==> config.mk <==
export PLATFORM = sky130hd
export DESIGN_NAME = fft_stage_ctrl
export DESIGN_NICKNAME = d
export VERILOG_FILES = /design/src/rtl/fft_stage_ctrl.sv
export SDC_FILE = /design/constraint.sdc
export NUM_CORES = 1
export LEC_CHECK = 0
export CAP_MARGIN = 20
export CELL_PAD_IN_SITES_DETAIL_PLACEMENT = 0
export CELL_PAD_IN_SITES_GLOBAL_PLACEMENT = 1
export CORE_MARGIN = 2
export CORE_UTILIZATION = 44
export DETAILED_ROUTE_END_ITERATION = 7
export PLACE_DENSITY = 0.83
export SLEW_MARGIN = 20
export SYNTH_ARGS = -nofsm -noshare
export SYNTH_HDL_FRONTEND = slang
export SYNTH_SLANG_ARGS = --single-unit
==> constraint.sdc <==
create_clock -name clk -period 4.6 [get_ports clk]
set_input_delay 0.69 -clock clk [delete_from_list [all_inputs] [get_ports clk]]
set_output_delay 0.69 -clock clk [all_outputs]
set_load 0.02 [all_outputs]
==> src/rtl/fft_stage_ctrl.sv <==
// fft_stage_ctrl: sequencer for one shared radix-2 butterfly running an
// in-place decimation-in-time FFT on a dual-port sample RAM.
// Each stage issues N/2 read pairs with matching twiddle addresses.
// The write-back pairs are the same read pairs, delayed by RD_LAT+BF_LAT cycles.
// The pipeline drains between stages, so the next stage never reads a
// location whose write-back is still pending.
// Optional feature: define FFT_STAGE_CTRL_ABORT_EN to add an 'abort' input
// that cancels a running transform without a done pulse.
module fft_stage_ctrl #(
  parameter int LOG2N  = 4,
  parameter int RD_LAT = 1,
  parameter int BF_LAT = 4
) (
  input  logic             clk,
  input  logic             rst,
  input  logic             start,
`ifdef FFT_STAGE_CTRL_ABORT_EN
  input  logic             abort,
`endif
  output logic             busy,
  output logic             done,
  output logic [LOG2N-1:0] stage,
  output logic             rd_en,
  output logic [LOG2N-1:0] rd_addr_a,
  output logic [LOG2N-1:0] rd_addr_b,
  output logic [LOG2N-2:0] tw_addr,
  output logic             wr_en,
  output logic [LOG2N-1:0] wr_addr_a,
  output logic [LOG2N-1:0] wr_addr_b
);

  localparam int D = RD_LAT + BF_LAT;
  localparam logic [LOG2N-2:0] K_LAST = '1;
  localparam logic [LOG2N-1:0] S_LAST = LOG2N'(LOG2N - 1);

  typedef enum logic [1:0] {IDLE, ISSUE, DRAIN, DONE} state_t;

  state_t           state, state_nx;
  logic [LOG2N-2:0] k, k_nx;
  logic [LOG2N-1:0] stage_nx;
  logic             go_issue;
  logic             drain_last;
  logic             abort_hit;

  logic [LOG2N-1:0] kx, span, pos, grp, addr_a_nx, addr_b_nx, tw_shamt;
  logic [LOG2N-2:0] tw_nx;

  logic [D-1:0]     tag_v;
  logic [LOG2N-1:0] tag_a [D];
  logic [LOG2N-1:0] tag_b [D];

`ifdef FFT_STAGE_CTRL_ABORT_EN
  assign abort_hit = abort && ((state == ISSUE) || (state == DRAIN));
`else
  assign abort_hit = 1'b0;
`endif

  // The stage's last write-back is at the pipeline output and nothing is still behind it
  assign drain_last = tag_v[D-1] && (tag_v[D-2:0] == '0);
  assign go_issue   = (state_nx == ISSUE);

  // State register together with the butterfly counter and stage index
  always_ff @(posedge clk or posedge rst) begin
    if (rst) begin
      state <= IDLE;
      k     <= '0;
      stage <= '0;
    end else begin
      state <= state_nx;
      k     <= k_nx;
      stage <= stage_nx;
    end
  end

  // Next-state logic: issue N/2 butterflies, drain, then advance stage or finish
  always_comb begin
    state_nx = state;
    k_nx     = k;
    stage_nx = stage;
    case (state)
      IDLE: begin
        if (start) begin
          state_nx = ISSUE;
          k_nx     = '0;
          stage_nx = '0;
        end
      end
      ISSUE: begin
        if (k == K_LAST) state_nx = DRAIN;
        else             k_nx     = k + 1'b1;
      end
      DRAIN: begin
        if (drain_last) begin
          if (stage == S_LAST) begin
            state_nx = DONE;
          end else begin
            state_nx = ISSUE;
            stage_nx = stage + 1'b1;
            k_nx     = '0;
          end
        end
      end
      DONE: begin
        state_nx = IDLE;
        stage_nx = '0;
      end
      default: state_nx = IDLE;
    endcase
    if (abort_hit) begin
      state_nx = IDLE;
      stage_nx = '0;
      k_nx     = '0;
    end
  end

  // Status outputs decoded from the current state
  always_comb begin
    busy = (state == ISSUE) || (state == DRAIN);
    done = (state == DONE);
  end

  // Butterfly addressing for the upcoming read: insert a zero bit at position 'stage' into k
  always_comb begin
    kx        = {1'b0, k_nx};
    span      = {{(LOG2N-1){1'b0}}, 1'b1} << stage_nx;
    pos       = kx & (span - 1'b1);
    grp       = kx >> stage_nx;
    addr_a_nx = ((grp << stage_nx) << 1) | pos;
    addr_b_nx = addr_a_nx + span;
    tw_shamt  = S_LAST - stage_nx;
    tw_nx     = pos[LOG2N-2:0] << tw_shamt;
  end

  // Registered read-side outputs, which are zero whenever no read is issued
  always_ff @(posedge clk or posedge rst) begin
    if (rst) begin
      rd_en     <= 1'b0;
      rd_addr_a <= '0;
      rd_addr_b <= '0;
      tw_addr   <= '0;
    end else begin
      rd_en     <= go_issue;
      rd_addr_a <= go_issue ? addr_a_nx : '0;
      rd_addr_b <= go_issue ? addr_b_nx : '0;
      tw_addr   <= go_issue ? tw_nx : '0;
    end
  end

  // Write-tag pipeline: delays each read pair by D cycles to form its write-back
  always_ff @(posedge clk or posedge rst) begin
    if (rst) begin
      tag_v <= '0;
      for (int i = 0; i < D; i++) begin
        tag_a[i] <= '0;
        tag_b[i] <= '0;
      end
    end else if (abort_hit) begin
      tag_v <= '0;
      for (int i = 0; i < D; i++) begin
        tag_a[i] <= '0;
        tag_b[i] <= '0;
      end
    end else begin
      tag_v    <= {tag_v[D-2:0], rd_en};
      tag_a[0] <= rd_addr_a;
      tag_b[0] <= rd_addr_b;
      for (int i = 1; i < D; i++) begin
        tag_a[i] <= tag_a[i-1];
        tag_b[i] <= tag_b[i-1];
      end
    end
  end

  assign wr_en     = tag_v[D-1];
  assign wr_addr_a = tag_a[D-1];
  assign wr_addr_b = tag_b[D-1];

endmodule

==> impl_metrics.toml, run 1 <==
[floorplan]
num_rows = 27
core_area_sq_um = 5540
die_w_um = 80.0
die-area_sq_um = 6410
start_util_pct = 45.9
die_h_um = 80.0
io_pins = 30

[yosys]
ys_async_sr_fraction_pct = 100
muxShareOfSynthArea_pct = 1.67
synthCells = 194
synth_xor_area_share_pct = 0.344
syn_nets = 207
synth_edf_count = 0
ys_ff_latch = 66
synth.distinct_cells = 54
synth-simple-area-share_pct = 11.6
synthAdderAreaFrac_pct = 5.21
yosys_most_used_dff = "dfrtp_1"
synth_area_sq_um = 2540
avgSynthCellArea_sq_um = 13.1
synth_warnings = 0
synth_compound_area_share_pct = 10.8
yosysSeqAreaShare_pct = 64.9
synth_top_family_by_area = "simple AND/OR/NAND/NOR gates"

[timing]
rsz0062_at_grt = "no"
fin_setup_tns_ns = 0
hold_violations = 0
maxSlewViolCount = 0
timing.final.crit_share_pct = 84.0
worst_pin_slew_ns = 0.659
max_freq_mhz = 259
layout_min_cycle_time_ns = 3.86
hold_ws_ns = 0.345
relSlewSlack_pct = 56.0
setup-violations-final = 0
skew_ns = 0.00694

[clock_tree]
h-tree-depth = 3
cts_tree = "done"
clkSlewWorstSetupHoldPaths_ns = 0.07
cts_hold_buf = 0
cts_buffer_depth = 2
clk_latency_ns = 0.33
cts_setup_buffers = 0
clockRootBuffer = "clkbuf_8"
cts_sinks = 66
cts_resized = 0
cts_inserted_buffers = 9

[drt]
first_pass_iters = 4
via_per_inst = 5.07
wl_um = 4340
drtIter0Drc = 176
avgRoutedWirePerCell_um = 14.4
ant_nets = 0
vias = 1527
drc_errors = 0

[power_and_ir_drop]
p_leak_nw = 1.45
p_per_area_nw_per_um2 = 579
ir_drop_uv = 244

[setup_path]
cp_max_fo = 7
cp.required_ns = 4.82
critPathArrivalTime_ns = 4.08
criticalPathCategory = "flip-flop to flip-flop"
regToRegSetupSlack_ns = 0.74
critPathLaunchType = "flip-flop"
critPathCaptureType = "flip-flop"

[final_layout]
fillers = 465
area_delta_synth_final_pct = 20.3
nNetsFinal = 237
drive_gt1_share_pct = 12.7
diodes = 0

[placed_design]
io_buffers = 29
gp_congestion = 0.825
dp_hpwl_um = 2920

[worst_hold_path]
min_path_type = "flip-flop to flip-flop"

[global_route]
grt_max_degree = 35
antenna_found_initial = 0
grt_pass1_vias = 1558
grt_overflow = 0
grt_usage_pct = 15.8
grt_pass1_wl_um = 7410

[job]
max_cap_violations = 0

[run_status]
outcome = "complete, no violations"
-- registers in the layout, summed over array words and instances (netlist names), 4 cells and up --
name       flops
stage          4
rd_addr_b      4
tag_a         16
wr_addr_b      4
rd_addr_a      4
wr_addr_a      4
tag_b         16
tag_v          5
-- metal layers --
metal	track usage, %	vias to the layer above	routed length, um
li1	-	722	-
met1	21.1	750	1980
met2	23.3	46	2050
met3	4.07	9	221
met4	8.81	0	91
met5	0	-	0
-- cell usage in the layout, fill, tap and decap left out, types with 3 or more instances in the layout --
master / count
inv_1: 11
ha_1: 9
o211ai_1: 4
nor3_1: 4
nand3_1: 7
nor2_1: 9
clkdlybuf4s50_1: 29
nand2_1: 10
o21ai_0: 6
or3_1: 3
clkbuf_8: 10
dfrtp_1: 66
a21oi_1: 7
-- area by class of cell --
type	count	area [sq um]	area share, %
Timing Repair Buffer	31	305	9.98
Sequential cell	66	1650	54.0
Multi-Input combinational cell	102	758	24.8
Inverter	14	57.6	1.88
Clock buffer	12	145	4.74
Tap cell	72	90.1	2.94
Clock inverter	4	51.3	1.68
-- cells in the mapped netlist (all sizes together) (2+ instances only) --
master  number  area, sq um
o31a         2         17.5
o31ai        2         15.0
a21oi        7         35.0
o211ai       4         30.0
mux2i        2         20.0
nor2         9         33.8
mux2         2         22.5
ha           9          113
or4b         2         23.8
and3         3         20.0
nand3        7         35.0
o21ai        7         46.3
or3          3         18.8
buf         11         72.6
inv         13         48.8
dfrtp       66         1650
or2          3         18.8
nand2b       2         12.5
nand2       10         37.5
nor3         4         20.0
-- power by group --
group | internal, mW | total (mW) | switching, mW
clock network | 0.265 | 0.470 | 0.205
logic | 0.205 | 0.483 | 0.277
registers | 0.736 | 0.817 | 0.0814
-- path summary, 6_finish.rpt --
path / from / endpoint / depth (start not counted)
max: tag_v[0]$_DFF_PP0_ / rd_addr_b[3]$_DFF_PP0_ / 14
min: tag_b[13]$_DFF_PP0_ / tag_b[9]$_DFF_PP0_ / 0
max reg2reg: tag_v[0]$_DFF_PP0_ / rd_addr_b[3]$_DFF_PP0_ / 14
min reg2reg: tag_b[13]$_DFF_PP0_ / tag_b[9]$_DFF_PP0_ / 0
max in group asynchronous: rst / tag_b[13]$_DFF_PP0_ / 3
min in group asynchronous: rst / tag_v[2]$_DFF_PP0_ / 2
-- stage by stage --
step	util, %	total power [mW]	setup slack (ns)	area (sq um)	instances
2_1_floorplan	-	1.15	0.936	2540	194
3_3_place_gp	51.7	1.30	0.571	2860	285
3_5_place_dp	51.7	1.31	0.497	2860	285
4_1_cts	55.2	1.79	0.741	3060	301
5_1_grt	55.2	1.88	0.411	3060	301
6_report	55.2	1.77	0.735	3060	301
-- worst max-delay path, cell delays in order, from the launching register on --
cell      delay (ns)
dfrtp_1         0.42
or4b_4          0.60
or3_1           0.38
o311a_4         0.41
clkinv_4        0.09
nand3_1         0.14
ha_1            0.27
inv_1           0.05
or2_2           0.12
a21oi_1         0.07
or3_1           0.38
ha_1            0.31
a21oi_1         0.08
and2_1          0.15
mux2_1          0.28
-- logic make-up (layout without fill, tap and decap cells) --
logic type                 Yosys count  after routing
buffers and inverters               26             61
other                                1              1
AOI/OAI and AO/OA                   34             34
muxes                                4              4
adders and majority gates           10             10
DFF                                 66             66
and+or+nand+nor                     52             52
xor gates and xnor gates             1              1
No activity file was read; power rests on OpenSTA's default activity.
==> run 2, diff against run 1 <==
Clock period 4.6 ns to 3.64 ns, I/O delays scaled along.
==> impl_metrics.toml, run 2 (synthesis results as in run 1) <==
[run_status]
outcome = "complete, no violations"

[final_layout]
fillers = 458
top_regs = "tag_a: 16 flops, tag_b: 16 flops, tag_v: 5 flops"
final_cell_mix = "dfrtp_1 (65), clkdlybuf4s50_1 (29), buf_4 (22)"
drive_gt1_share_pct = 25.2
nNetsFinal = 258
design_area_sq_um = 3320
diodes = 0
area_delta_synth_final_pct = 30.3
stdcell_count = 322
layout_commonest_cell = "dfrtp_1"

[power_and_ir_drop]
ir_drop_uv = 339
p_per_area_nw_per_um2 = 706
total_power_mw = 2.34
p_leak_nw = 1.57

[timing]
setup-violations-final = 0
skew_ns = 0.00621
timing.final.crit_share_pct = 98.0
layout_min_cycle_time_ns = 3.57
hold_violations = 0
fin_setup_tns_ns = 0
maxSlewViolCount = 0
max_freq_mhz = 280

[setup_path]
critPathLaunchType = "flip-flop"
critPathMaxStageDelay_ns = 0.56
worst-path-stages = 15
criticalPathCategory = "flip-flop to flip-flop"
cp.required_ns = 3.85
timing.critical_path.buf_inv = 2
crit_chain = "or4b_4 > buf_6 > o211ai_1 > o211ai_1 > nor2_2 > nand3_2 > ha_4 > inv_1 > or2_4 > a21oi_2 > or3_4 > ha_4 > a21oi_1 > and2_1 > mux2_1"
crit_end = "rd_addr_b[3]$_DFF_PP0_"
cp_slowest_cell = "or4b_4"
rr_worst_depth = 15
r2r-end = "rd_addr_b[3]$_DFF_PP0_"
critPathArrivalTime_ns = 3.78
cpLargestDelayFamily = "simple AND/OR/NAND/NOR gates"
cp_max_fo = 5
critPathCaptureType = "flip-flop"
timing.rr.start = "tag_v[2]$_DFF_PP0_"
regToRegSetupSlack_ns = 0.07
critPathLaunch = "tag_v[2]$_DFF_PP0_"

[global_route]
grt_pass1_vias = 1500
grtUsageMet1_pct = 20.5
busiest_layer = "met2"
use_met2_pct = 22.5
antenna_found_initial = 0
grt_util_met3_pct = 4.07
grt_overflow = 0
grt_pass1_wl_um = 7160
grt_max_degree = 44
grt_usage_pct = 15.3

[placed_design]
io_buffers = 29
gp_congestion = 0.819
dp_hpwl_um = 3120
placed_area_sq_um = 2980
place_inst = 301

[floorplan]
die_w_um = 80.0
die_h_um = 80.0
io_pins = 30
core_area_sq_um = 5540
start_util_pct = 45.9
num_rows = 27
die-area_sq_um = 6410

[drt]
drtIter0Drc = 140
first_pass_iters = 4
wl_um = 4520
avgRoutedWirePerCell_um = 14.0
ant_nets = 0
via_per_inst = 4.95
drc_errors = 0
vias = 1593

[clock_tree]
cts_tree = "done"
cts_buffer_depth = 2
clk_latency_ns = 0.33
clockRootBuffer = "clkbuf_8"
clkSlewWorstSetupHoldPaths_ns = 0.07
cts_hold_buf = 0
cts_sinks = 66
cts_inserted_buffers = 9
h-tree-depth = 3

[worst_hold_path]
min_path_type = "flip-flop to flip-flop"

[job]
max_cap_violations = 0
==> run 2: cell count changes in the layout (fill, tap and decap cells not counted), moves of 2 or more <==
cell / previous run / this run
buf_4: 2 / 22
clkbuf_1: 2 / 0
ha_1: 9 / 7
nand3_1: 7 / 5
ha_4: 0 / 2
or3_1: 3 / 1
or3_4: 0 / 2
nor2_1: 9 / 7
==> run 2: through the flow <==
stage	hold WS [ns]	util, %	setup slack [ns]
after floorplan	0.331	-	0.00836
after global placement	0.332	53.9	0.0374
after detailed placement	0.335	53.9	-0.0255
after CTS	0.346	57.9	0.0186
after global routing	0.355	59.8	-0.0579
final	0.343	59.8	0.0726
==> run 2: worst min path at each step <==
stage,start,to,slack [ns],depth (start not counted)
detailed placement,tag_a[6]$_DFF_PP0_,wr_addr_a[2]$_DFF_PP0_,0.33,0
CTS,tag_b[16]$_DFF_PP0_,tag_b[12]$_DFF_PP0_,0.35,0
finish,tag_b[16]$_DFF_PP0_,tag_b[12]$_DFF_PP0_,0.34,0
global route,tag_b[9]$_DFF_PP0_,tag_b[5]$_DFF_PP0_,0.36,0
floorplan,tag_a[14]$_DFF_PP0_,tag_a[10]$_DFF_PP0_,0.33,0
global placement,tag_a[5]$_DFF_PP0_,wr_addr_a[1]$_DFF_PP0_,0.33,0
==> run 2: timing repair <==
action / in CTS / in global routing
pin swaps: 1 / 8
resized for setup: 1 / 14
gates cloned: 0 / 0
buffers inserted: 1 / 4
endpoints found under the setup margin: 1 / 1
==> run 2: power by group <==
group	leakage [nW]	switching [mW]	internal (mW)
logic	0.597	0.377	0.317
clock network	0.102	0.271	0.356
registers	0.871	0.0898	0.931
total	1.57	0.737	1.60
==> run 2: final cells by class <==
cell class | instances | area (sq um) | share of cell area [%]
multi-input combinational | 102 | 835 | 25.2
inverter | 14 | 57.6 | 1.74
tap | 72 | 90.1 | 2.72
sequential | 66 | 1650 | 49.8
timing repair buffer | 52 | 467 | 14.1
clock buffer | 11 | 151 | 4.57
clock inverter | 5 | 62.6 | 1.89
==> run 2: metal layers <==
layer	vias up	wire length, um
li1	762	-
met2	32	2200
met3	6	160
met4	0	96
met1	793	2060
met5	-	0
==> run 2: worst reg2reg max path, stage by stage (launching register included) <==
cell and delay, ns:
dfrtp_1 0.41, or4b_4 0.56, buf_6 0.15, o211ai_1 0.16, o211ai_1 0.19, nor2_2 0.27
nand3_2 0.15, ha_4 0.19, inv_1 0.05, or2_4 0.12, a21oi_2 0.05, or3_4 0.38
ha_4 0.28, a21oi_1 0.07, and2_1 0.15, mux2_1 0.28
